===== src/rtl/lc3_mem_arb_pkg.sv =====
// Shared types and defaults for the LC3 fetch/data memory arbiter.
package lc3_mem_arb_pkg;

  localparam int ADDR_W_DEF = 16;
  localparam int DATA_W_DEF = 16;

  typedef enum logic [1:0] {
    IDLE      = 2'd0,
    INST_BUSY = 2'd1,
    DATA_BUSY = 2'd2
  } arb_state_t;

  typedef struct packed {
    logic                  we;
    logic [ADDR_W_DEF-1:0] addr;
    logic [DATA_W_DEF-1:0] wdata;
  } mem_cmd_t;

endpackage


===== src/rtl/lc3_mem_arbiter_if.sv =====
// Core-side request ports plus memory-side handshake for the LC3 memory arbiter.
interface lc3_mem_arbiter_if
  import lc3_mem_arb_pkg::*;
#(
  parameter int ADDR_W = ADDR_W_DEF,
  parameter int DATA_W = DATA_W_DEF
) ();
  // Handshake: instrmem_rd / data_req are level-held until their one-cycle
  // complete pulse and must drop on seeing it; mem_req with its command is
  // held stable until a cycle with mem_ack, and mem_ack without mem_req is ignored.
  logic              instrmem_rd;
  logic [ADDR_W-1:0] pc;
  logic [DATA_W-1:0] instr_dout;
  logic              complete_instr;

  logic              data_rd;
  logic              data_req;
  logic [ADDR_W-1:0] data_addr;
  logic [DATA_W-1:0] data_din;
  logic [DATA_W-1:0] data_dout;
  logic              complete_data;

  logic              mem_req;
  logic              mem_we;
  logic [ADDR_W-1:0] mem_addr;
  logic [DATA_W-1:0] mem_wdata;
  logic [DATA_W-1:0] mem_rdata;
  logic              mem_ack;
  logic              mem_err;

  modport master (
    input  instrmem_rd, pc, data_rd, data_req, data_addr, data_din, mem_rdata, mem_ack,
    output instr_dout, complete_instr, data_dout, complete_data,
           mem_req, mem_we, mem_addr, mem_wdata, mem_err
  );

  modport slave (
    output instrmem_rd, pc, data_rd, data_req, data_addr, data_din, mem_rdata, mem_ack,
    input  instr_dout, complete_instr, data_dout, complete_data,
           mem_req, mem_we, mem_addr, mem_wdata, mem_err
  );
endinterface


===== src/rtl/lc3_arb_streak_ctr.sv =====
// Counts consecutive data grants taken while a fetch waits; force_inst
// hands the next grant to the fetch port once the limit is reached.
module lc3_arb_streak_ctr
  import lc3_mem_arb_pkg::*;
#(
  parameter int MAX_DATA_STREAK = 4
) (
  input  logic       clock,
  input  logic       reset,
  input  logic       data_grant,
  input  logic       inst_grant,
  input  logic       inst_waiting,
  output logic       force_inst,
  output logic [3:0] streak
);
  logic [3:0] streak_q, streak_d;

  always_comb begin
    streak_d = streak_q;
    if (inst_grant) begin
      streak_d = 4'd0;
    end else if (data_grant) begin
      if (!inst_waiting) begin
        streak_d = 4'd0;
      end else if (streak_q < 4'(MAX_DATA_STREAK)) begin
        streak_d = streak_q + 4'd1;
      end
    end
  end

  always_ff @(posedge clock) begin
    if (reset) streak_q <= 4'd0;
    else       streak_q <= streak_d;
  end

  assign force_inst = (streak_q >= 4'(MAX_DATA_STREAK));
  assign streak     = streak_q;
endmodule


===== src/rtl/lc3_mem_arbiter.sv =====
// Grants one shared variable-latency memory to the LC3 fetch or data port,
// data first, with a fetch-starvation limit and an access timeout.
module lc3_mem_arbiter
  import lc3_mem_arb_pkg::*;
#(
  parameter int ADDR_W          = ADDR_W_DEF,
  parameter int DATA_W          = DATA_W_DEF,
  parameter int MAX_DATA_STREAK = 4,
  parameter int TIMEOUT         = 64
) (
  input  logic               clock,
  input  logic               reset,
  lc3_mem_arbiter_if.master  bus,
  output arb_state_t         dbg_state,
  output logic [3:0]         dbg_streak
);
  localparam int TO_W = $clog2(TIMEOUT);

  arb_state_t        state_q, state_d;
  logic [TO_W-1:0]   to_q, to_d;
  logic              mem_req_q, mem_req_d;
  logic              mem_we_q, mem_we_d;
  logic [ADDR_W-1:0] mem_addr_q, mem_addr_d;
  logic [DATA_W-1:0] mem_wdata_q, mem_wdata_d;
  logic [DATA_W-1:0] instr_dout_q, instr_dout_d;
  logic [DATA_W-1:0] data_dout_q, data_dout_d;
  logic              complete_instr_q, complete_instr_d;
  logic              complete_data_q, complete_data_d;
  logic              mem_err_q, mem_err_d;
  logic              force_inst, data_grant, inst_grant;

  assign data_grant = (state_q == IDLE) && bus.data_req && (!bus.instrmem_rd || !force_inst);
  assign inst_grant = (state_q == IDLE) && bus.instrmem_rd && (!bus.data_req || force_inst);

  lc3_arb_streak_ctr #(.MAX_DATA_STREAK(MAX_DATA_STREAK)) u_streak (
    .clock        (clock),
    .reset        (reset),
    .data_grant   (data_grant),
    .inst_grant   (inst_grant),
    .inst_waiting (bus.instrmem_rd),
    .force_inst   (force_inst),
    .streak       (dbg_streak)
  );

  always_comb begin
    state_d          = state_q;
    to_d             = to_q;
    mem_req_d        = mem_req_q;
    mem_we_d         = mem_we_q;
    mem_addr_d       = mem_addr_q;
    mem_wdata_d      = mem_wdata_q;
    instr_dout_d     = instr_dout_q;
    data_dout_d      = data_dout_q;
    complete_instr_d = 1'b0;
    complete_data_d  = 1'b0;
    mem_err_d        = 1'b0;
    unique case (state_q)
      IDLE: begin
        to_d = '0;
        if (data_grant) begin
          state_d     = DATA_BUSY;
          mem_req_d   = 1'b1;
          mem_we_d    = ~bus.data_rd;
          mem_addr_d  = bus.data_addr;
          mem_wdata_d = bus.data_din;
        end else if (inst_grant) begin
          state_d    = INST_BUSY;
          mem_req_d  = 1'b1;
          mem_we_d   = 1'b0;
          mem_addr_d = bus.pc;
        end
      end
      INST_BUSY, DATA_BUSY: begin
        if (bus.mem_ack) begin
          state_d   = IDLE;
          mem_req_d = 1'b0;
          to_d      = '0;
          if (state_q == INST_BUSY) begin
            complete_instr_d = 1'b1;
            instr_dout_d     = bus.mem_rdata;
          end else begin
            complete_data_d = 1'b1;
            if (!mem_we_q) data_dout_d = bus.mem_rdata;
          end
        end else if (to_q == TO_W'(TIMEOUT - 1)) begin
          // Abort returns zero so a starved fetch decodes as a harmless NOP.
          state_d   = IDLE;
          mem_req_d = 1'b0;
          mem_err_d = 1'b1;
          to_d      = '0;
          if (state_q == INST_BUSY) begin
            complete_instr_d = 1'b1;
            instr_dout_d     = '0;
          end else begin
            complete_data_d = 1'b1;
            data_dout_d     = '0;
          end
        end else begin
          to_d = to_q + 1'b1;
        end
      end
      default: state_d = IDLE;
    endcase
  end

  always_ff @(posedge clock) begin
    if (reset) begin
      state_q          <= IDLE;
      to_q             <= '0;
      mem_req_q        <= 1'b0;
      mem_we_q         <= 1'b0;
      mem_addr_q       <= '0;
      mem_wdata_q      <= '0;
      instr_dout_q     <= '0;
      data_dout_q      <= '0;
      complete_instr_q <= 1'b0;
      complete_data_q  <= 1'b0;
      mem_err_q        <= 1'b0;
    end else begin
      state_q          <= state_d;
      to_q             <= to_d;
      mem_req_q        <= mem_req_d;
      mem_we_q         <= mem_we_d;
      mem_addr_q       <= mem_addr_d;
      mem_wdata_q      <= mem_wdata_d;
      instr_dout_q     <= instr_dout_d;
      data_dout_q      <= data_dout_d;
      complete_instr_q <= complete_instr_d;
      complete_data_q  <= complete_data_d;
      mem_err_q        <= mem_err_d;
    end
  end

  assign bus.mem_req        = mem_req_q;
  assign bus.mem_we         = mem_we_q;
  assign bus.mem_addr       = mem_addr_q;
  assign bus.mem_wdata      = mem_wdata_q;
  assign bus.instr_dout     = instr_dout_q;
  assign bus.data_dout      = data_dout_q;
  assign bus.complete_instr = complete_instr_q;
  assign bus.complete_data  = complete_data_q;
  assign bus.mem_err        = mem_err_q;
  assign dbg_state          = state_q;
endmodule


===== src/flat_wrapper.sv =====
// flat-port wrapper written by rule: the top's interface ports become plain ports
module lc3_mem_arbiter_flat import lc3_mem_arb_pkg::*;
#(
  parameter int ADDR_W          = ADDR_W_DEF,
  parameter int DATA_W          = DATA_W_DEF,
  parameter int MAX_DATA_STREAK = 4,
  parameter int TIMEOUT         = 64
)
  (clock, reset, dbg_state, dbg_streak, bus_instrmem_rd, bus_pc, bus_data_rd, bus_data_req, bus_data_addr, bus_data_din, bus_mem_rdata, bus_mem_ack, bus_instr_dout, bus_complete_instr, bus_data_dout, bus_complete_data, bus_mem_req, bus_mem_we, bus_mem_addr, bus_mem_wdata, bus_mem_err);
  lc3_mem_arbiter_if #(.ADDR_W(ADDR_W), .DATA_W(DATA_W)) bus_i ();
  input  logic clock;
  input  logic reset;
  output arb_state_t dbg_state;
  output logic [3:0] dbg_streak;
  input wire logic [$bits(bus_i.instrmem_rd)-1:0] bus_instrmem_rd;
  input wire logic [$bits(bus_i.pc)-1:0] bus_pc;
  input wire logic [$bits(bus_i.data_rd)-1:0] bus_data_rd;
  input wire logic [$bits(bus_i.data_req)-1:0] bus_data_req;
  input wire logic [$bits(bus_i.data_addr)-1:0] bus_data_addr;
  input wire logic [$bits(bus_i.data_din)-1:0] bus_data_din;
  input wire logic [$bits(bus_i.mem_rdata)-1:0] bus_mem_rdata;
  input wire logic [$bits(bus_i.mem_ack)-1:0] bus_mem_ack;
  output wire logic [$bits(bus_i.instr_dout)-1:0] bus_instr_dout;
  output wire logic [$bits(bus_i.complete_instr)-1:0] bus_complete_instr;
  output wire logic [$bits(bus_i.data_dout)-1:0] bus_data_dout;
  output wire logic [$bits(bus_i.complete_data)-1:0] bus_complete_data;
  output wire logic [$bits(bus_i.mem_req)-1:0] bus_mem_req;
  output wire logic [$bits(bus_i.mem_we)-1:0] bus_mem_we;
  output wire logic [$bits(bus_i.mem_addr)-1:0] bus_mem_addr;
  output wire logic [$bits(bus_i.mem_wdata)-1:0] bus_mem_wdata;
  output wire logic [$bits(bus_i.mem_err)-1:0] bus_mem_err;
  assign bus_i.instrmem_rd = bus_instrmem_rd;
  assign bus_i.pc = bus_pc;
  assign bus_i.data_rd = bus_data_rd;
  assign bus_i.data_req = bus_data_req;
  assign bus_i.data_addr = bus_data_addr;
  assign bus_i.data_din = bus_data_din;
  assign bus_i.mem_rdata = bus_mem_rdata;
  assign bus_i.mem_ack = bus_mem_ack;
  assign bus_instr_dout = bus_i.instr_dout;
  assign bus_complete_instr = bus_i.complete_instr;
  assign bus_data_dout = bus_i.data_dout;
  assign bus_complete_data = bus_i.complete_data;
  assign bus_mem_req = bus_i.mem_req;
  assign bus_mem_we = bus_i.mem_we;
  assign bus_mem_addr = bus_i.mem_addr;
  assign bus_mem_wdata = bus_i.mem_wdata;
  assign bus_mem_err = bus_i.mem_err;
  lc3_mem_arbiter #(.ADDR_W(ADDR_W), .DATA_W(DATA_W), .MAX_DATA_STREAK(MAX_DATA_STREAK), .TIMEOUT(TIMEOUT)) u_core (.clock(clock), .reset(reset), .bus(bus_i), .dbg_state(dbg_state), .dbg_streak(dbg_streak));
endmodule

===== config.mk =====
export PLATFORM = sky130hd
export DESIGN_NAME = lc3_mem_arbiter_flat
export DESIGN_NICKNAME = d
export VERILOG_FILES = /design/src/rtl/lc3_mem_arb_pkg.sv /design/src/rtl/lc3_mem_arbiter_if.sv /design/src/rtl/lc3_arb_streak_ctr.sv /design/src/rtl/lc3_mem_arbiter.sv /design/src/flat_wrapper.sv
export SDC_FILE = /design/constraint.sdc
export NUM_CORES = 1
export LEC_CHECK = 0
export CORE_MARGIN = 8
export CORE_UTILIZATION = 45
export CTS_CLUSTER_DIAMETER = 150
export DETAILED_ROUTE_END_ITERATION = 16
export HOLD_SLACK_MARGIN = 0.08
export PLACE_DENSITY = 0.93
export SLEW_MARGIN = 20
export SYNTH_ARGS = -nofsm -noshare
export SYNTH_HDL_FRONTEND = slang
export SYNTH_SLANG_ARGS = --single-unit

===== constraint.sdc =====
create_clock -name clock -period 2.6 [get_ports clock]
set_input_delay 0.39 -clock clock [delete_from_list [all_inputs] [get_ports clock]]
set_output_delay 0.39 -clock clock [all_outputs]
set_load 0.02 [all_outputs]

After elaboration in Yosys (flattened, before gate mapping)
Cells that the tools add are included.
{"block": "totals", "reg_bits": 81, "latch_bits": 0, "ramBits": 0, "romBits": 0, "inputBits": 70, "out_inout_bits": 75, "wordCells": 85, "memories": 0}
{"block": "classes", "addsub": 2, "mul": 0, "n_div": 0, "magnitude_cmp": 2, "n_eq_ne": 7, "shift": 0, "mux": 35, "n_bitwise": 3, "reduce_logical": 24}
{"op": "$mux W16", "count": 11}
{"op": "$mux W1", "count": 13}
{"op": "$mux W6", "count": 2}
{"op": "$pmux W6 S2", "count": 1}
{"op": "$mux W2", "count": 4}
{"op": "$mux W4", "count": 2}
{"op": "$reduce_and A2 Y1", "count": 4}
{"op": "$add A6 B1 Y6 const B", "count": 1}
{"op": "$eq A6 B6 Y1 const B", "count": 1}
{"op": "$reduce_and A3 Y1", "count": 2}
{"op": "$reduce_bool A2 Y1", "count": 3}
{"op": "$reduce_or A2 Y1", "count": 3}
{"op": "$add A4 B1 Y4 const B", "count": 1}
{"op": "$ge A4 B3 Y1 const B", "count": 1}
{"op": "$logic_and A1 B1 Y1", "count": 4}
{"op": "$lt A4 B3 Y1 const B", "count": 1}
{"op": "$pmux W2 S2", "count": 1}
{"op": "$reduce_and A4 Y1", "count": 1}
{"op": "$logic_not A1 Y1", "count": 3}
{"op": "$ne A3 B1 Y1 const B", "count": 1}
{"op": "$ne A3 B2 Y1 const B", "count": 1}
{"op": "$not A1 Y1", "count": 3}
{"op": "$reduce_or A3 Y1", "count": 1}
{"op": "$eq A2 B1 Y1 const B", "count": 1}
{"op": "other kinds (6)", "count": 7}

Logic depth before layout (Yosys ltp)
Gate-level depths: netlist (run 1).
{"block": "depth", "word_depth": 6, "depth_mapped": 8}

By module
From an unflattened synthesis (run 1), not the netlist that was laid out.
{"block": "hier_totals", "hier_cells": 359, "hier_area_um2": 3100.5}
{"mod": "lc3_mem_arbiter", "instances": 1, "cells_each": 340, "area_each_um2": 2922.8, "seq_area_each_um2": 1541.5}
{"mod": "lc3_arb_streak_ctr", "instances": 1, "cells_each": 19, "area_each_um2": 177.7, "seq_area_each_um2": 80.1}

Worst setup path after synthesis (run 1)
Ideal clock, no wire load.
{"block": "synth_path", "path_kind": "reg-to-reg", "start": "register u_core.state_q[0], in the netlist u_core.dbg_state[0]", "end": "register u_core.data_dout_q[10], in the netlist u_core.bus.data_dout[10]", "setup_ps": 59, "t_arrival_ps": 1712, "t_required_ps": 2541, "slack_ps": 829, "stages_incl_launch_ff": 7, "path_buffers": 1, "period_less_slack_ps": 1771, "cell_sequence": "dfxtp_1 -> inv_1 -> ha_1 -> nand2_1 -> nor4b_4 -> buf_4 -> a22o_1"}
{"block": "synth_between", "elab_chain_len": 3, "word_cells_on_any_way": 5, "cone_classes": "2 x eq/ne; 1 x bitwise; 2 x reduce/logical"}
{"item": "start: declaration", "line": "lc3_mem_arbiter.sv:19", "text": "arb_state_t state_q, state_d;"}
{"item": "start signal: assignment", "line": "lc3_mem_arbiter.sv:120", "text": "state_q <= state_d;"}
{"item": "$eq A2 B1 Y1 / $eq A2 B2 Y1 (equally long branches)", "line": "lc3_mem_arbiter.sv:57, lc3_mem_arbiter.sv:78, lc3_mem_arbiter.sv:91"}
{"item": "$reduce_or A2 Y1 / $not A1 Y1 (equally long branches)"}
{"item": "$reduce_and A4 Y1 (no source line) *"}
{"item": "end signal: assignment", "line": "lc3_mem_arbiter.sv:127", "text": "data_dout_q <= data_dout_d;"}
{"item": "end: declaration", "line": "lc3_mem_arbiter.sv:26", "text": "logic [DATA_W-1:0] data_dout_q, data_dout_d;"}
Every way passes the cells marked *; elsewhere a longest branch is shown, timed or not.
A chain may end at the register's enable or synchronous reset.

Worst setup path after layout (run 1)
{"block": "layout_path", "start": "register u_core.state_q[1], in the netlist u_core.dbg_state[1]", "end": "register u_core.instr_dout_q[7], in the netlist u_core.bus.instr_dout[7]"}
{"block": "layout_between", "elab_chain_len": 3, "word_cells_on_any_way": 4, "cone_classes": "2 x eq/ne; 2 x reduce/logical"}
{"item": "$eq A2 B1 Y1 / $eq A2 B2 Y1 (equally long branches)", "line": "lc3_mem_arbiter.sv:57, lc3_mem_arbiter.sv:78, lc3_mem_arbiter.sv:91"}
{"item": "$reduce_or A2 Y1", "line": "lc3_mem_arbiter.sv:57", "text": "unique case (state_q)"}
{"item": "$reduce_and A3 Y1 (no source line) *"}
{"item": "end signal: assignment", "line": "lc3_mem_arbiter.sv:126", "text": "instr_dout_q <= instr_dout_d;"}
{"item": "end: declaration", "line": "lc3_mem_arbiter.sv:25", "text": "logic [DATA_W-1:0] instr_dout_q, instr_dout_d;"}
Marks and branches as above.

==> qor.yml, run 1 <==
logic_synthesis:
  syn_nets: 410
  yosysMostFrequentCell: "dfxtp_1"
  synthDominantAreaCellType: "dfxtp_1"
  yosys.area.top_type_share_pct: 50.4
  synth_enable_flop_cells: 0
  syn_avg_cell_area_um2: 9.60
  ys_types: 43
  ys_ff_latch: 81
  synth_warnings: 0
  ys_async_sr_fraction_pct: 0
  synth_area_mm2: 0.00322
  netlist_top_cells_area: "dfxtp_1 50%, a22o_1 8.7%, nand2_1 5.0%, nor2_1 4.6%, a21oi_1 3.9%"
  synthTopCellsByCount: "81 x dfxtp_1, 43 x nand2_1, 39 x nor2_1"
  postSynthCellCount: 335
  synthFlopType: "dfxtp_1"
  seq_area_frac_synth_pct: 50.4
sta:
  timing.slew.headroom_pct: 35.2
  rsz0062_at_grt: "false"
  period_minus_slack_ns: 2.15
  final-hold-violation-count: 0
  slew_viol_final: 0
  worst_slew_pin_slew_ns: 0.968
  fin_skew_ns: 0.0101
  max_freq_mhz: 464
  setup_viol: 0
  finalSetupTns_ns: 0
  period_share_pct: 82.8
clock_tree:
  clkTransAtPathRegs_ns: 0.08
  post_cts_buffers: 0
  cts_sinks: 81
  cts-resized-gates: 0
  cts_root_buf: "clkbuf_8"
  cts_tree: "yes"
  clockBufferDepth: 2
  cts_made_buffers: 9
  hold_buffers: 0
  htree_levels: 3
  insertion_delay_ns: 0.35
place:
  dp.cells: 562
  gp_congestion: 0.818
  dp_hpwl_mm: 7.45
  numPortBuffers: 144
min_path:
  hold_depth: 2
  holdCritStartpoint: "u_core.bus.mem_wdata[0]"
  worstHoldEndpoint: "u_core.bus.mem_wdata[0]"
  hold_class: "flip-flop to flip-flop"
global_route:
  grt_pass1_vias: 3148
  grt_max_degree: 32
  overflow: 0
  grt_first_pass_wirelength_mm: 15.7
  grtUsageTotal_pct: 19.7
  antenna_found_initial: 0
pwr:
  ir_drop_mv: 0.449
  power_density_mw_per_mm2: 651
  switching_share_pct: 32.9
  clkPwrFrac_pct: 27.0
  p_leak_uw: 0.00179
  switching_power_uw: 1040
  p_total_uw: 3170
  p_comb_share_pct: 28.4
  p_int_uw: 2130
  seqPwrFrac_pct: 44.6
critical_path:
  crit_path_start_kind: "flip-flop"
  reg2reg_depth: 5
  ff2ff_setup_slack_ns: 0.45
  required_ns: 2.88
  worstPathArrival_ns: 2.44
  regToRegEndpoint: "u_core.bus.instr_dout[7]"
  end_kind: "flip-flop"
  reg2reg_from: "u_core.dbg_state[1]"
  path_max_fanout: 16
  path_class: "flip-flop to flip-flop"
floorplan:
  core_area_mm2: 0.00710
  fp-row-count: 31
  die_w_um: 101
  die_h_um: 101
  io-pin-count: 145
  dieArea_mm2: 0.0101
  start_util_pct: 45.3
routing:
  firstDrtPassIters: 7
  vias: 3090
  first_iter_violations: 83
  wl_per_cell_um: 17.2
  ant_nets: 0
  wirelength_mm: 9.95
  drc_errors: 0
  vias_per_cell: 5.35
outcome:
  status: "completed"
run:
  cap_violations: 0
layout:
  fin_cells: 578
  nets: 549
  drive_gt1_share_pct: 11.1
  antenna_cells: 0
  fillCellCount: 532
  syn_to_final_growth_pct: 51.3
[flip-flops by register name (all words and copies together), names as in the netlist]
| register | flops |
|---|---|
| u_core.bus.mem_addr | 16 |
| u_core.bus.data_dout | 16 |
| u_core.bus.complete_data | 1 |
| u_core.bus.mem_req | 1 |
| u_core.to_q | 6 |
| u_core.bus.mem_err | 1 |
| u_core.bus.mem_we | 1 |
| u_core.u_streak.streak | 4 |
| u_core.bus.instr_dout | 16 |
| u_core.bus.complete_instr | 1 |
| u_core.dbg_state | 2 |
| u_core.bus.mem_wdata | 16 |
[critical path, stage by stage, from the launching register on]
cell and delay [ns]:
dfxtp_1 0.40, inv_1 0.08, ha_1 0.41, nand2_1 0.14, nor3b_2 0.80, a22o_1 0.27
[worst max-delay path by stage]
stage | start | endpoint | slack, ns | cells past startpoint
floorplan | u_core.dbg_state[0] | u_core.bus.data_dout[10] | 0.83 | 6
global placement | bus_mem_ack | u_core.bus.instr_dout[15] | 0.53 | 3
detailed placement | bus_mem_ack | u_core.bus.instr_dout[7] | 0.45 | 3
CTS | u_core.dbg_state[1] | u_core.bus.instr_dout[7] | 0.42 | 5
global route | u_core.dbg_state[0] | u_core.bus.instr_dout[12] | 0.27 | 5
finish | u_core.dbg_state[1] | u_core.bus.instr_dout[7] | 0.45 | 5
[cells in the final DEF, fill, tap and decap left out, types with 2 or more instances in the layout]
master | synthesis | routed
clkdlybuf4s50_1 | 0 | 143
dfxtp_1 | 81 | 81
nand2_1 | 43 | 43
nor2_1 | 39 | 39
a22o_1 | 32 | 32
a21oi_1 | 25 | 25
nor3_1 | 11 | 11
nor3_2 | 10 | 10
nor4_2 | 10 | 10
clkbuf_8 | 0 | 9
buf_4 | 4 | 8
nor4_1 | 7 | 7
nand3_1 | 6 | 6
o21ai_0 | 6 | 6
ha_1 | 5 | 5
inv_1 | 4 | 4
nor2b_1 | 4 | 4
inv_6 | 0 | 4
and2_1 | 2 | 2
a21oi_2 | 2 | 2
a31oi_1 | 2 | 2
a311oi_1 | 2 | 2
clkinv_4 | 0 | 2
[power by group through the flow]
stage	sequential (uW)	clock [uW]	combinational, uW
final	1410	857	899
after global routing	1420	921	970
after CTS	1410	876	906
after detailed placement	1440	0	900
after global placement	1430	0	874
after floorplan	1560	0	371
[stage by stage]
stage / area, um^2 / hold WS [ns] / utilization (%) / setup WS (ns)
floorplan: 3220 / 0.458 / - / 0.829
global placement: 4680 / 0.441 / 65.9 / 0.528
detailed placement: 4680 / 0.447 / 65.9 / 0.445
CTS: 4860 / 0.459 / 68.5 / 0.422
global route: 4860 / 0.481 / 68.5 / 0.273
finish: 4860 / 0.457 / 68.5 / 0.447
[kinds of logic after synthesis]
family | Yosys count | share of synthesized area [%]
flip-flops | 81 | 50.4
buffers and inverters | 28 | 5.29
adder cells (fa/ha/maj) | 5 | 1.95
AO/OA/AOI/OAI | 78 | 17.3
AND/OR/NAND/NOR | 143 | 25.0
[per-layer routing]
layer / wire, um / global-route usage, % / part of all wire, % / vias up
met2: 4770 / 34.3 / 48 / 133
met4: 265 / 8.60 / 2.7 / 0
met3: 877 / 7.25 / 8.8 / 22
li1: - / - / - / 1474
met1: 4030 / 20.9 / 41 / 1461
met5: 0 / 0 / 0 / -
[area by class of cell]
class,instances,area [um^2],area share (%)
Clock buffer,9,124,2.55
Clock inverter,7,60.1,1.23
Inverter,4,15.0,0.309
Multi-Input combinational cell,226,1420,29.3
Sequential cell,81,1620,33.3
Tap cell,99,124,2.55
Timing Repair Buffer,152,1500,30.8
(Power assumes the default switching activity.)
==> run 2, diff against run 1 <==
- CORE_UTILIZATION: 45 -> 41
- PLACE_DENSITY: 0.93 -> 0.86
- clock period: 2.6 -> 2 ns (I/O delays scaled with it)
==> run 2 against run 1 <==
Effect of this change: first-iteration DRC count grew 39%; sequential power grew 30%; clock power grew 61%; hold slack lost 0.018 ns; flip-flop and latch count is the same; total power grew 40%; register-to-register slack lost 0.30 ns; non-clock buffer count grew 5; clock skew grew 0.0030 ns; maximum frequency grew 16%; global-route usage shrank 1.5 points; worst setup slack lost 0.30 ns; largest cell class unchanged; highest routed layer unchanged.
==> qor.yml, run 2 (synthesized netlist as in run 1, its figures left out) <==
floorplan:
  dieArea_mm2: 0.0109  # +8.2%
  die_h_um: 105  # +4.0%
  fp-row-count: 32  # +3.2%
  start_util_pct: 42.0  # -3.3 points
  io-pin-count: 145  # unchanged
  core_area_mm2: 0.00765  # +7.7%
  die_w_um: 105  # +4.0%
place:
  dp_slack_ns: -0.0722  # -0.518 ns
  dp_hpwl_mm: 7.39  # -0.79%
  placed_area_mm2: 0.00475  # +1.4%
  dp.cells: 570  # +1.4%
  gp_congestion: 0.768  # -6.1%
  numPortBuffers: 144  # unchanged
sta:
  setup_viol: 0  # unchanged
  finalSetupTns_ns: 0  # unchanged
  final-hold-violation-count: 0  # unchanged
  fin_skew_ns: 0.0131  # +0.00296 ns
  slew_viol_final: 0  # unchanged
  rsz0062_at_grt: "false"
  layout_setup_ws_ns: 0.150  # -0.297 ns
  max_freq_mhz: 541  # +16%
  timing.slew.headroom_pct: 42.2  # +7.0 points
  period_share_pct: 92.5  # +9.7 points
  period_minus_slack_ns: 1.85  # -0.303 ns
  worst_slew_pin_slew_ns: 0.864  # -0.104 ns
layout:
  fin_cells: 586  # +1.4%
  drive_gt1_share_pct: 12.0  # +0.92 points
  antenna_cells: 0  # unchanged
  layout_common_cells: "143 x clkdlybuf4s50_1, 81 x dfxtp_1, 43 x nand2_1"
  final_common_cell: "clkdlybuf4s50_1"
  syn_to_final_growth_pct: 55.1
  fillCellCount: 607  # +14%
  post-route-cell-area_mm2: 0.00499  # +2.5%
  nets: 554  # +0.91%
  fin_util_pct: 65.2  # -3.3 points
global_route:
  antenna_found_initial: 0  # unchanged
  grt_max_degree: 34  # +6.3%
  grt_first_pass_wirelength_mm: 16.5  # +5.0%
  grt_pass1_vias: 3131  # -0.54%
  grtUsageTotal_pct: 18.2  # -1.5 points
  overflow: 0  # unchanged
clock_tree:
  cts_made_buffers: 9  # unchanged
  insertion_delay_ns: 0.35  # about the same
  clkTransAtPathRegs_ns: 0.10  # +0.02 ns
  clockBufferDepth: 2  # unchanged
  hold_buffers: 0  # unchanged
  htree_levels: 3  # unchanged
  cts_sinks: 81  # unchanged
  cts_root_buf: "clkbuf_8"
  cts_tree: "yes"
critical_path:
  path_max_fanout: 16  # unchanged
  path_class: "flip-flop to flip-flop"
  required_ns: 2.28  # -0.60 ns
  crit_path_start_kind: "flip-flop"
  worstPathArrival_ns: 2.13  # -0.31 ns
  end_kind: "flip-flop"
routing:
  drc_errors: 0  # unchanged
  first_iter_violations: 115  # +39%
  ant_nets: 0  # unchanged
  vias_per_cell: 5.20  # -2.8%
  vias: 3046  # -1.4%
  firstDrtPassIters: 4  # -3
  wirelength_mm: 9.93  # -0.21%
  wl_per_cell_um: 16.9  # -1.6%
pwr:
  ir_drop_mv: 0.535  # +19%
  p_leak_uw: 0.00185  # +3.6%
  power_density_mw_per_mm2: 888  # +36%
outcome:
  status: "completed"
run:
  cap_violations: 0  # unchanged
min_path:
  hold_class: "input pin to flip-flop"
## run 2: cell count changes in the layout (fill, tap and decap cells not counted), sizes merged
cell and delta:
buf +5, bufinv +2, inv -1, clkinvlp -1
## run 2: cell type report
cell class / instances / area (um^2) / area share [%]
Sequential cell: 81 / 1620 / 32.5
Timing Repair Buffer: 157 / 1560 / 31.3
Multi-Input combinational cell: 226 / 1430 / 28.7
Clock buffer: 9 / 124 / 2.48
Clock inverter: 7 / 111 / 2.23
Tap cell: 102 / 128 / 2.56
Inverter: 4 / 15.0 / 0.301
## run 2: critical path, stage by stage (launching register included)
cell and delay (ns):
dfxtp_1 0.35, ha_1 0.25, nand3_1 0.13, o31ai_1 0.09, a31oi_2 0.73, a22o_1 0.23
## run 2: path summary, 6_finish.rpt
check / from / to / slack (ns) / cells after the start
worst max-delay path: u_core.to_q[0] / u_core.bus.data_dout[7] / 0.15 / 5
worst min-delay path: reset / u_core.bus.instr_dout[11] / 0.44 / 3
worst max register to register: u_core.to_q[0] / u_core.bus.data_dout[7] / 0.15 / 5
worst min register to register: u_core.bus.mem_wdata[2] / u_core.bus.mem_wdata[2] / 0.46 / 2
## run 2: layer usage
layer	vias to the layer above	wire length (um)	share of wire, %	GRT usage (%)
met5	-	0	0	0
li1	1481	-	-	-
met2	112	4710	47	29.6
met4	0	82	0.83	4.76
met3	11	850	8.6	7.37
met1	1442	4280	43	21.8
## run 2: power breakdown
| group | switching [uW] | internal, uW | total [uW] |
|---|---|---|---|
| registers | 83.9 | 1750 | 1840 |
| logic | 635 | 575 | 1210 |
| clock network | 653 | 729 | 1380 |
## run 2: repair_timing
action,CTS,global route
endpoints found under the setup margin,0,16
buffers inserted,0,0
resized for setup,0,1
## run 2: metrics by stage
step	total power, uW	hold WS [ns]
5_1_grt	4660	0.439
6_report	4430	0.439
3_3_place_gp	3060	0.442
3_5_place_dp	3080	0.448
4_1_cts	4470	0.432
2_1_floorplan	2510	0.433
==> run 3, diff against run 2 <==
- CTS_CLUSTER_DIAMETER: 150 -> 200
==> results of run 3 <==
Same layout as run 2: the final DEF is identical, and so are final timing and power.
